==> config.mk <==
export PLATFORM = sky130hd
export DESIGN_NAME = dmem_store_buffer_flat
export DESIGN_NICKNAME = d
export VERILOG_FILES = /design/src/rtl/dmem_store_buffer_if.sv /design/src/rtl/dmem_store_buffer.sv /design/src/flat_wrapper.sv
export SDC_FILE = /design/constraint.sdc
export NUM_CORES = 1
export LEC_CHECK = 0
export CORE_MARGIN = 2
export CORE_UTILIZATION = 49
export CTS_CLUSTER_DIAMETER = 200
export DETAILED_ROUTE_END_ITERATION = 12
export PLACE_DENSITY = 0.86
export SYNTH_ARGS = -nofsm -noshare
export SYNTH_HDL_FRONTEND = slang
export SYNTH_SLANG_ARGS = --single-unit
==> constraint.sdc <==
create_clock -name clk_i -period 4.25 [get_ports clk_i]
set_input_delay 1.275 -clock clk_i [delete_from_list [all_inputs] [get_ports clk_i]]
set_output_delay 1.275 -clock clk_i [all_outputs]
set_load 0.01 [all_outputs]
==> src/rtl/dmem_store_buffer_if.sv <==
// Core-side request/response and data-memory-side signals of the store buffer.
// The slave modport is the buffer's view; master is the environment's view.
interface dmem_store_buffer_if;
  logic        req_valid;
  logic        req_ready;
  logic        req_write;
  logic [31:0] req_addr;
  logic [31:0] req_wdata;
  logic [3:0]  req_sign_mask;
  logic        resp_valid;
  logic [31:0] resp_rdata;
  logic [31:0] mem_addr;
  logic [31:0] mem_wdata;
  logic [3:0]  mem_sign_mask;
  logic        mem_read;
  logic        mem_write;
  logic [31:0] mem_rdata;
  logic        mem_stall;

  modport slave (
    input  req_valid, req_write, req_addr, req_wdata, req_sign_mask, mem_rdata, mem_stall,
    output req_ready, resp_valid, resp_rdata, mem_addr, mem_wdata, mem_sign_mask,
           mem_read, mem_write
  );

  modport master (
    output req_valid, req_write, req_addr, req_wdata, req_sign_mask, mem_rdata, mem_stall,
    input  req_ready, resp_valid, resp_rdata, mem_addr, mem_wdata, mem_sign_mask,
           mem_read, mem_write
  );
endinterface

==> src/rtl/dmem_store_buffer.sv <==
// Posted-store FIFO and in-order request sequencer in front of a data memory that
// answers each one-cycle memread/memwrite pulse with a clk_stall high/low excursion.
module dmem_store_buffer #(
  parameter int unsigned StbDepth = 4,
  parameter int unsigned PtrW     = $clog2(StbDepth)
) (
  input  logic                 clk_i,
  input  logic                 rst_ni,
  dmem_store_buffer_if.slave   bus_io,
  output logic [PtrW:0]        stb_count_o
);

  typedef enum logic [1:0] {StIdle, StIssue, StWaitHi, StWaitLo} state_e;

  localparam logic [PtrW:0] FullCnt = StbDepth[PtrW:0];

  state_e state_q, state_d;

  logic [31:0] fifo_addr_q  [StbDepth];
  logic [31:0] fifo_wdata_q [StbDepth];
  logic [3:0]  fifo_mask_q  [StbDepth];

  logic [PtrW-1:0] wr_ptr_q, wr_ptr_d, rd_ptr_q, rd_ptr_d;
  logic [PtrW:0]   count_q, count_d;

  logic        pend_q, pend_d;
  logic [31:0] pend_addr_q, pend_addr_d;
  logic [3:0]  pend_mask_q, pend_mask_d;
  logic        is_load_q, is_load_d;

  logic [31:0] mem_addr_q, mem_addr_d, mem_wdata_q, mem_wdata_d;
  logic [3:0]  mem_mask_q, mem_mask_d;
  logic        mem_read_q, mem_read_d, mem_write_q, mem_write_d;
  logic        resp_valid_q, resp_valid_d;
  logic [31:0] resp_rdata_q, resp_rdata_d;

  logic fifo_empty, fifo_full, pop, push, load_acc, req_ready;

  assign fifo_empty = (count_q == '0);
  assign fifo_full  = (count_q == FullCnt);
  // Head leaves the FIFO only once the memory has finished the write.
  assign pop        = (state_q == StWaitLo) && !bus_io.mem_stall && !is_load_q;
  assign req_ready  = bus_io.req_write ? (!fifo_full || pop)
                                       : (fifo_empty && !pend_q && (state_q == StIdle));
  assign push       = bus_io.req_valid && req_ready && bus_io.req_write;
  assign load_acc   = bus_io.req_valid && req_ready && !bus_io.req_write;

  always_comb begin
    state_d      = state_q;
    wr_ptr_d     = wr_ptr_q;
    rd_ptr_d     = rd_ptr_q;
    count_d      = count_q;
    pend_d       = pend_q;
    pend_addr_d  = pend_addr_q;
    pend_mask_d  = pend_mask_q;
    is_load_d    = is_load_q;
    mem_addr_d   = mem_addr_q;
    mem_wdata_d  = mem_wdata_q;
    mem_mask_d   = mem_mask_q;
    mem_read_d   = 1'b0;
    mem_write_d  = 1'b0;
    resp_valid_d = 1'b0;
    resp_rdata_d = resp_rdata_q;

    if (push) wr_ptr_d = wr_ptr_q + 1'b1;
    if (pop)  rd_ptr_d = rd_ptr_q + 1'b1;
    case ({push, pop})
      2'b10:   count_d = count_q + 1'b1;
      2'b01:   count_d = count_q - 1'b1;
      default: count_d = count_q;
    endcase

    if (load_acc) begin
      pend_d      = 1'b1;
      pend_addr_d = bus_io.req_addr;
      pend_mask_d = bus_io.req_sign_mask;
    end

    unique case (state_q)
      StIdle: begin
        if (!bus_io.mem_stall) begin
          if (!fifo_empty) begin
            mem_write_d = 1'b1;
            mem_addr_d  = fifo_addr_q[rd_ptr_q];
            mem_wdata_d = fifo_wdata_q[rd_ptr_q];
            mem_mask_d  = fifo_mask_q[rd_ptr_q];
            is_load_d   = 1'b0;
            state_d     = StIssue;
          end else if (pend_q) begin
            mem_read_d  = 1'b1;
            mem_addr_d  = pend_addr_q;
            mem_mask_d  = pend_mask_q;
            is_load_d   = 1'b1;
            pend_d      = 1'b0;
            state_d     = StIssue;
          end else if (load_acc) begin
            // Fast path: the load skips the pending slot.
            mem_read_d  = 1'b1;
            mem_addr_d  = bus_io.req_addr;
            mem_mask_d  = bus_io.req_sign_mask;
            is_load_d   = 1'b1;
            pend_d      = 1'b0;
            state_d     = StIssue;
          end
        end
      end
      StIssue:  state_d = StWaitHi;
      StWaitHi: if (bus_io.mem_stall) state_d = StWaitLo;
      StWaitLo: begin
        if (!bus_io.mem_stall) begin
          state_d = StIdle;
          if (is_load_q) begin
            resp_valid_d = 1'b1;
            resp_rdata_d = bus_io.mem_rdata;
          end
        end
      end
      default:  state_d = StIdle;
    endcase
  end

  always_ff @(posedge clk_i) begin
    if (!rst_ni) begin
      state_q      <= StIdle;
      wr_ptr_q     <= '0;
      rd_ptr_q     <= '0;
      count_q      <= '0;
      pend_q       <= 1'b0;
      pend_addr_q  <= '0;
      pend_mask_q  <= '0;
      is_load_q    <= 1'b0;
      mem_addr_q   <= '0;
      mem_wdata_q  <= '0;
      mem_mask_q   <= '0;
      mem_read_q   <= 1'b0;
      mem_write_q  <= 1'b0;
      resp_valid_q <= 1'b0;
      resp_rdata_q <= '0;
    end else begin
      state_q      <= state_d;
      wr_ptr_q     <= wr_ptr_d;
      rd_ptr_q     <= rd_ptr_d;
      count_q      <= count_d;
      pend_q       <= pend_d;
      pend_addr_q  <= pend_addr_d;
      pend_mask_q  <= pend_mask_d;
      is_load_q    <= is_load_d;
      mem_addr_q   <= mem_addr_d;
      mem_wdata_q  <= mem_wdata_d;
      mem_mask_q   <= mem_mask_d;
      mem_read_q   <= mem_read_d;
      mem_write_q  <= mem_write_d;
      resp_valid_q <= resp_valid_d;
      resp_rdata_q <= resp_rdata_d;
    end
  end

  // Entry storage needs no reset; occupancy is tracked by count_q.
  always_ff @(posedge clk_i) begin
    if (push) begin
      fifo_addr_q[wr_ptr_q]  <= bus_io.req_addr;
      fifo_wdata_q[wr_ptr_q] <= bus_io.req_wdata;
      fifo_mask_q[wr_ptr_q]  <= bus_io.req_sign_mask;
    end
  end

  assign bus_io.req_ready     = req_ready;
  assign bus_io.resp_valid    = resp_valid_q;
  assign bus_io.resp_rdata    = resp_rdata_q;
  assign bus_io.mem_addr      = mem_addr_q;
  assign bus_io.mem_wdata     = mem_wdata_q;
  assign bus_io.mem_sign_mask = mem_mask_q;
  assign bus_io.mem_read      = mem_read_q;
  assign bus_io.mem_write     = mem_write_q;
  assign stb_count_o          = count_q;

endmodule

==> src/flat_wrapper.sv <==
// flat-port wrapper written by rule: the top's interface ports become plain ports
module dmem_store_buffer_flat 
#(
  parameter int unsigned StbDepth = 4,
  parameter int unsigned PtrW     = $clog2(StbDepth)
)
  (clk_i, rst_ni, stb_count_o, bus_io_req_valid, bus_io_req_write, bus_io_req_addr, bus_io_req_wdata, bus_io_req_sign_mask, bus_io_mem_rdata, bus_io_mem_stall, bus_io_req_ready, bus_io_resp_valid, bus_io_resp_rdata, bus_io_mem_addr, bus_io_mem_wdata, bus_io_mem_sign_mask, bus_io_mem_read, bus_io_mem_write);
  dmem_store_buffer_if bus_io_i ();
  input  logic clk_i;
  input  logic rst_ni;
  output logic [PtrW:0] stb_count_o;
  input wire logic [$bits(bus_io_i.req_valid)-1:0] bus_io_req_valid;
  input wire logic [$bits(bus_io_i.req_write)-1:0] bus_io_req_write;
  input wire logic [$bits(bus_io_i.req_addr)-1:0] bus_io_req_addr;
  input wire logic [$bits(bus_io_i.req_wdata)-1:0] bus_io_req_wdata;
  input wire logic [$bits(bus_io_i.req_sign_mask)-1:0] bus_io_req_sign_mask;
  input wire logic [$bits(bus_io_i.mem_rdata)-1:0] bus_io_mem_rdata;
  input wire logic [$bits(bus_io_i.mem_stall)-1:0] bus_io_mem_stall;
  output wire logic [$bits(bus_io_i.req_ready)-1:0] bus_io_req_ready;
  output wire logic [$bits(bus_io_i.resp_valid)-1:0] bus_io_resp_valid;
  output wire logic [$bits(bus_io_i.resp_rdata)-1:0] bus_io_resp_rdata;
  output wire logic [$bits(bus_io_i.mem_addr)-1:0] bus_io_mem_addr;
  output wire logic [$bits(bus_io_i.mem_wdata)-1:0] bus_io_mem_wdata;
  output wire logic [$bits(bus_io_i.mem_sign_mask)-1:0] bus_io_mem_sign_mask;
  output wire logic [$bits(bus_io_i.mem_read)-1:0] bus_io_mem_read;
  output wire logic [$bits(bus_io_i.mem_write)-1:0] bus_io_mem_write;
  assign bus_io_i.req_valid = bus_io_req_valid;
  assign bus_io_i.req_write = bus_io_req_write;
  assign bus_io_i.req_addr = bus_io_req_addr;
  assign bus_io_i.req_wdata = bus_io_req_wdata;
  assign bus_io_i.req_sign_mask = bus_io_req_sign_mask;
  assign bus_io_i.mem_rdata = bus_io_mem_rdata;
  assign bus_io_i.mem_stall = bus_io_mem_stall;
  assign bus_io_req_ready = bus_io_i.req_ready;
  assign bus_io_resp_valid = bus_io_i.resp_valid;
  assign bus_io_resp_rdata = bus_io_i.resp_rdata;
  assign bus_io_mem_addr = bus_io_i.mem_addr;
  assign bus_io_mem_wdata = bus_io_i.mem_wdata;
  assign bus_io_mem_sign_mask = bus_io_i.mem_sign_mask;
  assign bus_io_mem_read = bus_io_i.mem_read;
  assign bus_io_mem_write = bus_io_i.mem_write;
  dmem_store_buffer #(.StbDepth(StbDepth), .PtrW(PtrW)) u_core (.clk_i(clk_i), .rst_ni(rst_ni), .bus_io(bus_io_i), .stb_count_o(stb_count_o));
endmodule
; Yosys cells after proc, flatten, opt, wreduce, memory -nomap -nowiden
; Memory sizes are Yosys's and may differ from the RTL's. A register that Yosys moved wholly into a read port is not among the register bits.
; Cells that the tools add are included.
[totals]
register_bits = 118
elab_cells = 95
romBits = 0
inputBits = 105
memories = 3
latchBits = 0
out_inout_bits = 107
mem_bits_rw = 272
[memory_table]
columns = memory, depth, width, read_ports, rd_clocked_by_memory_dff, write_ports, line
row1 = u_core.fifo_addr_q, 4, 32, 1, 1, 1, dmem_store_buffer.sv:19  ; logic [31:0] fifo_addr_q [StbDepth];
row2 = u_core.fifo_wdata_q, 4, 32, 1, 1, 1, dmem_store_buffer.sv:20  ; logic [31:0] fifo_wdata_q [StbDepth];
row3 = u_core.fifo_mask_q, 4, 4, 1, 1, 1, dmem_store_buffer.sv:21  ; logic [3:0] fifo_mask_q [StbDepth];
[classes]
n_mul = 0
div = 0
magnitude_cmp = 0
muxes = 34
n_bitwise = 5
shift = 0
eq_ne = 11
addsub = 4
reduce_logical = 24
[op_table]
columns = cell, n
row1 = 2-to-1 mux 32 bit, 3
row2 = 2-to-1 mux 2 bit, 10
row3 = 2-to-1 mux 1 bit, 16
row4 = 2-to-1 mux 4 bit, 3
row5 = AND reduction 3 bit, 3
row6 = case mux 2 bit (4 select lines), 1
row7 = logical AND 1 bit, 7
row8 = "== test 2 bit, second input constant", 3
row9 = logical NOT 1 bit, 6
row10 = "inequality test 2 bit, second input constant", 3
row11 = case mux 3 bit (2 select lines), 1
row12 = OR reduction 3 bit, 2
row13 = inverter 1 bit, 5
row14 = "adder 2 x 1 -> 2 bit, second input constant", 2
row15 = "== test 2 x 1 -> 1 bit, second input constant", 2
row16 = "inequality test 4 x 3 -> 1 bit, second input constant", 1
row17 = AND reduction 4 bit, 1
row18 = OR reduction 4 bit, 1
row19 = "adder 3 x 1 -> 3 bit, second input constant", 1
row20 = "== test 3 bit, second input constant", 1
row21 = logical NOT 3 bit, 1
row22 = "inequality test 3 x 2 -> 1 bit, second input constant", 1
row23 = "subtractor 3 x 1 -> 3 bit, second input constant", 1
row24 = logical NOT 2 bit, 1
row25 = 2 further kinds, 2

; Logic depth before layout (Yosys ltp)
; Gate-level depths: netlist of run 1.
[logic_depth]
ltp_word = 13
depth_mapped = 9
mapped_depth_nobuf = 9

; Worst setup path before layout of run 1
; No wires, ideal clock.
[synth_timing]
path_type = input to register
startpoint = input port bus_io_mem_stall
endpoint = memory u_core.fifo_addr_q[1][0], enable pin
setup_slack_ns = 0.154
t_required_ns = 3.817
stages = 3
n_path_buf = 0
t_arrival_ns = 3.663
setup_time_ns = 0.433
path_cell_list = or3b_2 a31oi_4 and2_1
[synth_between]
elab_chain_cells = 9
[synth_rtl]
columns = element, line
row1 = from (decl), flat_wrapper.sv:18  ; input wire logic [$bits(bus_io_i.mem_stall)-1:0] bus_io_mem_stall;
row2 = logical NOT 1 bit, dmem_store_buffer.sv:42  ; assign pop = (state_q == StWaitLo) && !bus_io.mem_stall && !is_load_q;
row3 = logical AND 1 bit (2 in series), dmem_store_buffer.sv:42
row4 = logical OR 1 bit, dmem_store_buffer.sv:43  ; assign req_ready = bus_io.req_write ? (!fifo_full || pop)
row5 = 2-to-1 mux 1 bit, dmem_store_buffer.sv:43
row6 = logical AND 1 bit (2 in series), dmem_store_buffer.sv:45  ; assign push = bus_io.req_valid && req_ready && bus_io.req_write;
row7 = 2-to-1 mux 1 bit, dmem_store_buffer.sv:160  ; if (push) begin
row8 = 2-to-1 mux 1 bit (implied by the code), dmem_store_buffer.sv:161  ; fifo_addr_q[wr_ptr_q] <= bus_io.req_addr;
row9 = to (decl), dmem_store_buffer.sv:19
; Every way passes these cells.

; Final worst setup path of run 1
[layout_timing]
startpoint = input port bus_io_mem_stall
endpoint = output port bus_io_req_ready
[layout_between]
elab_chain_cells = 5
[layout_rtl]
columns = element, line
row1 = logical NOT 1 bit, dmem_store_buffer.sv:42
row2 = logical AND 1 bit (2 in series), dmem_store_buffer.sv:42
row3 = logical OR 1 bit, dmem_store_buffer.sv:43
row4 = 2-to-1 mux 1 bit, dmem_store_buffer.sv:43
row5 = to (decl), flat_wrapper.sv:19  ; output wire logic [$bits(bus_io_i.req_ready)-1:0] bus_io_req_ready;
; Every way passes these cells.

==> summary.md, run 1 <==
| Metric | Value |
|---|---|
| Initial DRC Count | `773` |
| Clk slew on worst S/H paths | `0.06 ns` |
| Vias in the first global route | `9845` |
| Routed vias/inst | `5.53` |
| CP Launch Type | `input pin` |
| Nets | `1413` |
| Die Ht | `184 microns` |
| Critical-path maximum fanout | `2` |
| Initial antenna violation count | `1` |
| Synthesized area | `15900 sq um` |
| Fin crit share | `0.897` |
| DP HPWL | `21200 microns` |
| Worst Setup Path Type | `input pin to output port` |
| RSZ-0062 raised after global routing | `false` |
| WP data required | `2.97 ns` |
| First-pass GRT wire length | `53600 microns` |
| Clock root buffer | `clkbuf_16` |
| Setup crit end kind | `output port` |
| Post CTS Setup Buffer Count | `0` |
| Routed Antenna Nets | `0` |
| Mean area per synthesized cell | `14.6 sq um` |
| Power per cell area | `459 nW/um^2` |
| Grt ovf | `0` |
| Worst Max-Slew Pin Slew | `1.02 ns` |
| Status | `completed` |
| P&R area growth vs syn | `24.7%` |
| DIE AREA | `33800 sq um` |
| Yosys top cell by area | `edfxtp_1` |
| Final Hold Fails | `0` |
| Remaining DRCs | `0` |
| Chip Width | `184 microns` |
| Slew Viols, Final | `0` |
| Total Power | `9.07 mW` |
| Yosys top cell area share | `0.515` |
| Bufs and invs on worst path | `2` |
| Final setup violation count | `0` |
| Routability cong. | `0.741` |
| Min Tclk post-route | `3.81 ns` |
| Clock Sinks | `424` |
| Boundary pin count | `212` |
| Sequential element share of the synthesized area | `0.707` |
| Maximum VDD drop | `0.000387 V` |
| Row count | `65` |
| Buffers on Ports | `211` |
| Largest net degree at the start of global routing | `74` |
| Starting Density | `0.500` |
| CTS tree | `done` |
| Worst path top cell family by delay | `buffers and inverters` |
| Leakage Power | `6.42 nW` |
| Net Count, Synth | `1200` |
| Worst Slack Setup Final | `0.436 ns` |
| Critical path arrival | `2.54 ns` |
| Slew margin rel. | `0.320` |
| Yosys cell types | `38` |
| Hold WC Path Type | `register to register` |
| Most used cell along the critical path | `nand2_1` |
| Fmax achieved | `262 MHz` |
| Crit-path cells | `clkdlybuf4s50_1 -> or3b_2 -> nand2_1 -> nand2_1 -> o21ai_0 -> dlymetal6s2s_1` |
| Total number of vias | `9596` |
| Number of hold buffers added after CTS | `0` |
| Routed WL | `34900 microns` |
| Htree depth | `2` |
| Yosys reg bits | `424` |
| TritonCTS buffer count | `42` |
| Final setup TNS | `0 ns` |
| DP Worst Slack | `0.0413 ns` |
| Core ar. | `31700 sq um` |
| Fin Clk Skew | `0.0126 ns` |
| GR Util All Layers | `0.206` |
| Cell count after synthesis | `1085` |
| DRT Pass-1 Iters | `5` |
| Share of layout cells above drive strength 1 | `0.131` |
| Synth top area cells | `edfxtp_1 (52%), dfxtp_1 (19%), mux4_2 (9.7%)` |
| Ys Warns | `0` |
| FILL cells | `2267` |
| Crit path largest cell delay | `0.46 ns` |
| Clock Latency Late Sink | `0.53 ns` |
| Clock Path Buffers | `3` |
| Slowest CP cell | `or3b_2` |
| Max Cap Viol | `0` |
| Wire length per cell | `20.1 microns` |
-- per-layer routing --
layer / wire, microns / share of wire / global-route usage / vias to the layer above
met2: 17300 / 0.49 / 0.350 / 350
met5: 0 / 0 / 0 / -
met1: 14200 / 0.41 / 0.262 / 4739
li1: - / - / - / 4435
met3: 2560 / 0.073 / 0.0485 / 72
met4: 902 / 0.026 / 0.0662 / 0
-- tightest hold or removal path, stage by stage, from the launching register on --
cell,delay (ns)
dfxtp_1,0.31
nand2_1,0.05
a21oi_1,0.05
-- final timing paths --
path,startpoint,endpoint,slack [ns],cells past startpoint
worst max-delay path,bus_io_mem_stall,bus_io_req_ready,0.44,6
worst min register to register,u_core.bus_io.resp_rdata[6],u_core.bus_io.resp_rdata[6],0.45,2
worst max register to register,u_core.state_q[1],u_core.stb_count_o[2],1.49,10
worst min-delay path,u_core.bus_io.resp_rdata[6],u_core.bus_io.resp_rdata[6],0.45,2
-- cell type report --
cell class	instances	area, sq um	share of cell area
sequential	424	11200	0.567
multi-input combinational	587	4340	0.219
timing repair buffer	235	2360	0.119
clock buffer	59	1210	0.0610
tap	402	503	0.0254
clock inverter	18	121	0.00614
inverter	8	32.5	0.00164
antenna	1	2.50	0.000127
-- flip-flops by register name (all words and copies together) (netlist names), named ones only --
register and cells:
u_core.is_load_q 1, u_core.pend_q 1, u_core.bus_io.resp_rdata 32, u_core.fifo_mask_q 16, u_core.bus_io.mem_wdata 32, u_core.fifo_wdata_q 128
u_core.rd_ptr_q 2, u_core.bus_io.mem_read 1, u_core.fifo_addr_q 128, u_core.bus_io.mem_addr 32, u_core.bus_io.resp_valid 1, u_core.stb_count_o 3
u_core.state_q 2, u_core.bus_io.mem_write 1, u_core.pend_addr_q 32, u_core.pend_mask_q 4, u_core.bus_io.mem_sign_mask 4, u_core.wr_ptr_q 2
-- Yosys cell counts (all sizes together) --
cell and instances:
xnor2 3, clkinv 1, edfxtp 272, nand3 3, inv 7, a22o 36, a31oi 1, mux4 68
nor3b 2, and2 4, or3 2, a21oi 141, mux2i 37, nor2 50, nand3b 2, dfxtp 152
nor4 1, nand2b 1, nor3 4, o21ai 4, nand2 206, fa 1, a21o 1, o21a 1
buf 33, and3 1, clkbuf 33, or3b 1, nor2b 3, xor2 2, ha 9, a211oi 2
o31ai 1
-- timing repair --
item,4_1_cts,5_1_grt
endpoints found under the setup margin,0,1
hold endpoints to repair,0,0
gates resized for setup,0,1
-- cell usage in the layout (no fill, tap or decap), types with 9 or more instances in the layout --
cell type	Yosys	final
edfxtp_1	272	272
clkdlybuf4s50_1	0	210
nand2_1	206	206
dfxtp_1	152	148
a21oi_1	141	141
mux4_2	68	68
nor2_1	50	48
clkbuf_16	0	43
mux2i_1	37	37
a22o_1	36	36
buf_4	4	19
clkinv_2	0	10
ha_1	9	9
clkbuf_1	33	9
-- logic make-up after synthesis --
logic type	synth area share
AO/OA/AOI/OAI	0.0694
XOR/XNOR	0.00276
adder cells (fa/ha/maj)	0.00836
buffers and inverters	0.0216
flip-flops	0.707
multiplexers	0.120
AND/OR/NAND/NOR	0.0709
-- where the power goes --
part | leakage [nW] | switching, mW | internal, mW
clock | 0.658 | 1.48 | 2.04
sequential | 3.71 | 0.0798 | 4.55
combinational | 2.06 | 0.496 | 0.427
-- stage by stage --
stage	instances	hold WS, ns	cell area [sq um]	util
CTS	1733	0.453	19800	0.623
detailed placement	1656	0.445	18400	0.582
finish	1734	0.452	19800	0.624
global route	1734	0.467	19800	0.624
floorplan	1085	0.436	15900	-
global placement	1656	0.441	18400	0.582
No activity file was read; power rests on OpenSTA's default activity.
==> run 2: changes to the inputs <==
Settings changed: MAX_ROUTING_LAYER set to met4.
==> summary.md, run 2 (synthesized netlist as in run 1, its figures left out) <==
| Metric | Value |
|---|---|
| Status | `completed` |
| Worst Setup Path Type | `input pin to output port` |
| Hold WC Path Type | `register to register` |
| Min Tclk post-route | `3.81 ns (+0.000300 ns)` |
| Leakage Power | `6.42 nW (unchanged)` |
| Routed WL | `34900 microns (-0.17%)` |
| Worst Max-Slew Pin Slew | `1.01 ns (-0.00651 ns)` |
| R2R depth | `10 (unchanged)` |
| Critical path arrival | `2.54 ns (about the same)` |
| Routed Antenna Nets | `0 (unchanged)` |
| Max Cap Viol | `0 (unchanged)` |
| CTS tree | `done` |
| Initial DRC Count | `774 (+0.13%)` |
| Slew margin rel. | `0.325 (+0.00434)` |
| Initial antenna violation count | `1 (unchanged)` |
| Fin Clk Skew | `0.0149 ns (+0.00234 ns)` |
| Most common cell after layout, fill and taps aside | `edfxtp_1` |
| Maximum VDD drop | `0.000388 V (+0.31%)` |
| Vias in the first global route | `9875 (+0.30%)` |
| Total number of vias | `9592 (-0.042%)` |
| Core Util, Final | `0.624 (unchanged)` |
| Largest net degree at the start of global routing | `74 (unchanged)` |
| Clock Sinks | `424 (unchanged)` |
| Htree depth | `2 (unchanged)` |
| First-pass GRT wire length | `53500 microns (-0.17%)` |
| Final setup TNS | `0 ns (unchanged)` |
| Boundary pin count | `212 (unchanged)` |
| GR Util All Layers | `0.212 (+0.00586)` |
| DP HPWL | `21200 microns (unchanged)` |
| Wire length per cell | `20.1 microns (-0.17%)` |
| TritonCTS buffer count | `42 (unchanged)` |
| Most frequent cells in the layout | `edfxtp_1 (272), clkdlybuf4s50_1 (210), nand2_1 (206)` |
| Share of layout cells above drive strength 1 | `0.131 (unchanged)` |
| WP data required | `2.97 ns (about the same)` |
| Biggest regs | `u_core.fifo_addr_q: 128 flops, u_core.fifo_wdata_q: 128 flops` |
| Clock Latency Late Sink | `0.54 ns (about the same)` |
| Grt ovf | `0 (unchanged)` |
| Remaining DRCs | `0 (unchanged)` |
| R2R Path Start | `u_core.state_q[1]` |
| Setup crit end kind | `output port` |
| Buffers on Ports | `211 (unchanged)` |
| Fin crit share | `0.898 (about the same)` |
| DRT Pass-1 Iters | `7 (+2)` |
| Die Ht | `184 microns (unchanged)` |
| RSZ-0062 raised after global routing | `false` |
| Crit path to | `bus_io_req_ready` |
| DIE AREA | `33800 sq um (unchanged)` |
| Row count | `65 (unchanged)` |
| Slew Viols, Final | `0 (unchanged)` |
| Clock Path Buffers | `3 (unchanged)` |
| CP Launch Type | `input pin` |
| Routed vias/inst | `5.53 (about the same)` |
| Core ar. | `31700 sq um (unchanged)` |
| Starting Density | `0.500 (unchanged)` |
| Clk slew on worst S/H paths | `0.06 ns (about the same)` |
| Power per cell area | `459 nW/um^2 (about the same)` |
| Final setup violation count | `0 (unchanged)` |
| Clock root buffer | `clkbuf_16` |
| Routability cong. | `0.750 (+1.2%)` |
| Fmax achieved | `262 MHz (about the same)` |
| Critical-path maximum fanout | `2 (unchanged)` |
| Chip Width | `184 microns (unchanged)` |
| Critical path startpoint | `bus_io_mem_stall` |
| Final Hold Fails | `0 (unchanged)` |
| Worst R2R End | `u_core.stb_count_o[2]` |
| Reg2reg setup slack | `1.50 ns (about the same)` |
| Nets | `1413 (unchanged)` |
| P&R area growth vs syn | `24.7% (unchanged)` |
## run 2: cell counts in the layout (fill, tap and decap cells not counted)
Identical to the previous run, type by type.
## run 2: layout make-up
type	instances	area, sq um
diodes	1	2.50
well taps	402	503
inverters	8	32.5
clock buffers	59	1210
flip-flops and latches	424	11200
repair buffers	235	2360
fillers	2267	11900
clock inverters	18	121
multi-input cells	587	4340
## run 2: report_power, final
part | switching, mW | total (mW) | leakage, nW | internal [mW]
clock | 1.48 | 3.53 | 0.658 | 2.04
combinational | 0.495 | 0.922 | 2.06 | 0.427
sequential | 0.0796 | 4.63 | 3.71 | 4.55
## run 2: worst min-delay path by stage
stage / start / cells past startpoint / endpoint / slack [ns]
after floorplan: u_core.pend_addr_q[0] / 2 / u_core.pend_addr_q[0] / 0.44
after global placement: u_core.pend_addr_q[0] / 2 / u_core.pend_addr_q[0] / 0.44
after detailed placement: u_core.bus_io.resp_rdata[6] / 2 / u_core.bus_io.resp_rdata[6] / 0.45
after CTS: u_core.bus_io.resp_rdata[6] / 2 / u_core.bus_io.resp_rdata[6] / 0.45
after global routing: u_core.bus_io.resp_rdata[18] / 2 / u_core.bus_io.resp_rdata[18] / 0.47
final: u_core.bus_io.resp_rdata[6] / 2 / u_core.bus_io.resp_rdata[6] / 0.45
## run 2: metrics by stage
stage	total power [mW]	cell area [sq um]	instances	setup slack [ns]	hold WS, ns
finish	9.08	19800	1734	0.436	0.452
global route	9.38	19800	1734	0.378	0.467
CTS	9.12	19800	1733	0.0371	0.453
detailed placement	5.63	18400	1656	0.0413	0.445
global placement	5.59	18400	1656	0.0220	0.441
floorplan	5.20	15900	1085	0.154	0.436
## run 2: metal layers
| metal | up-vias | wire [microns] | track usage |
|---|---|---|---|
| li1 | 4428 | - | - |
| met1 | 4757 | 14300 | 0.262 |
| met2 | 336 | 17300 | 0.350 |
| met3 | 71 | 2430 | 0.0462 |
| met4 | 0 | 875 | 0.0662 |
| met5 | - | 0 | - |
## run 2: worst max-delay path, cell delays in order
cell             delay, ns
clkdlybuf4s50_1       0.42
or3b_2                0.46
nand2_1               0.08
nand2_1               0.05
o21ai_0               0.07
dlymetal6s2s_1        0.19
## run 2: repair_timing
| action | CTS | global route |
|---|---|---|
| setup endpoints to repair | 0 | 1 |
| buffers inserted | 0 | 0 |
| hold buffers | 0 | 0 |
| resized for setup | 0 | 1 |
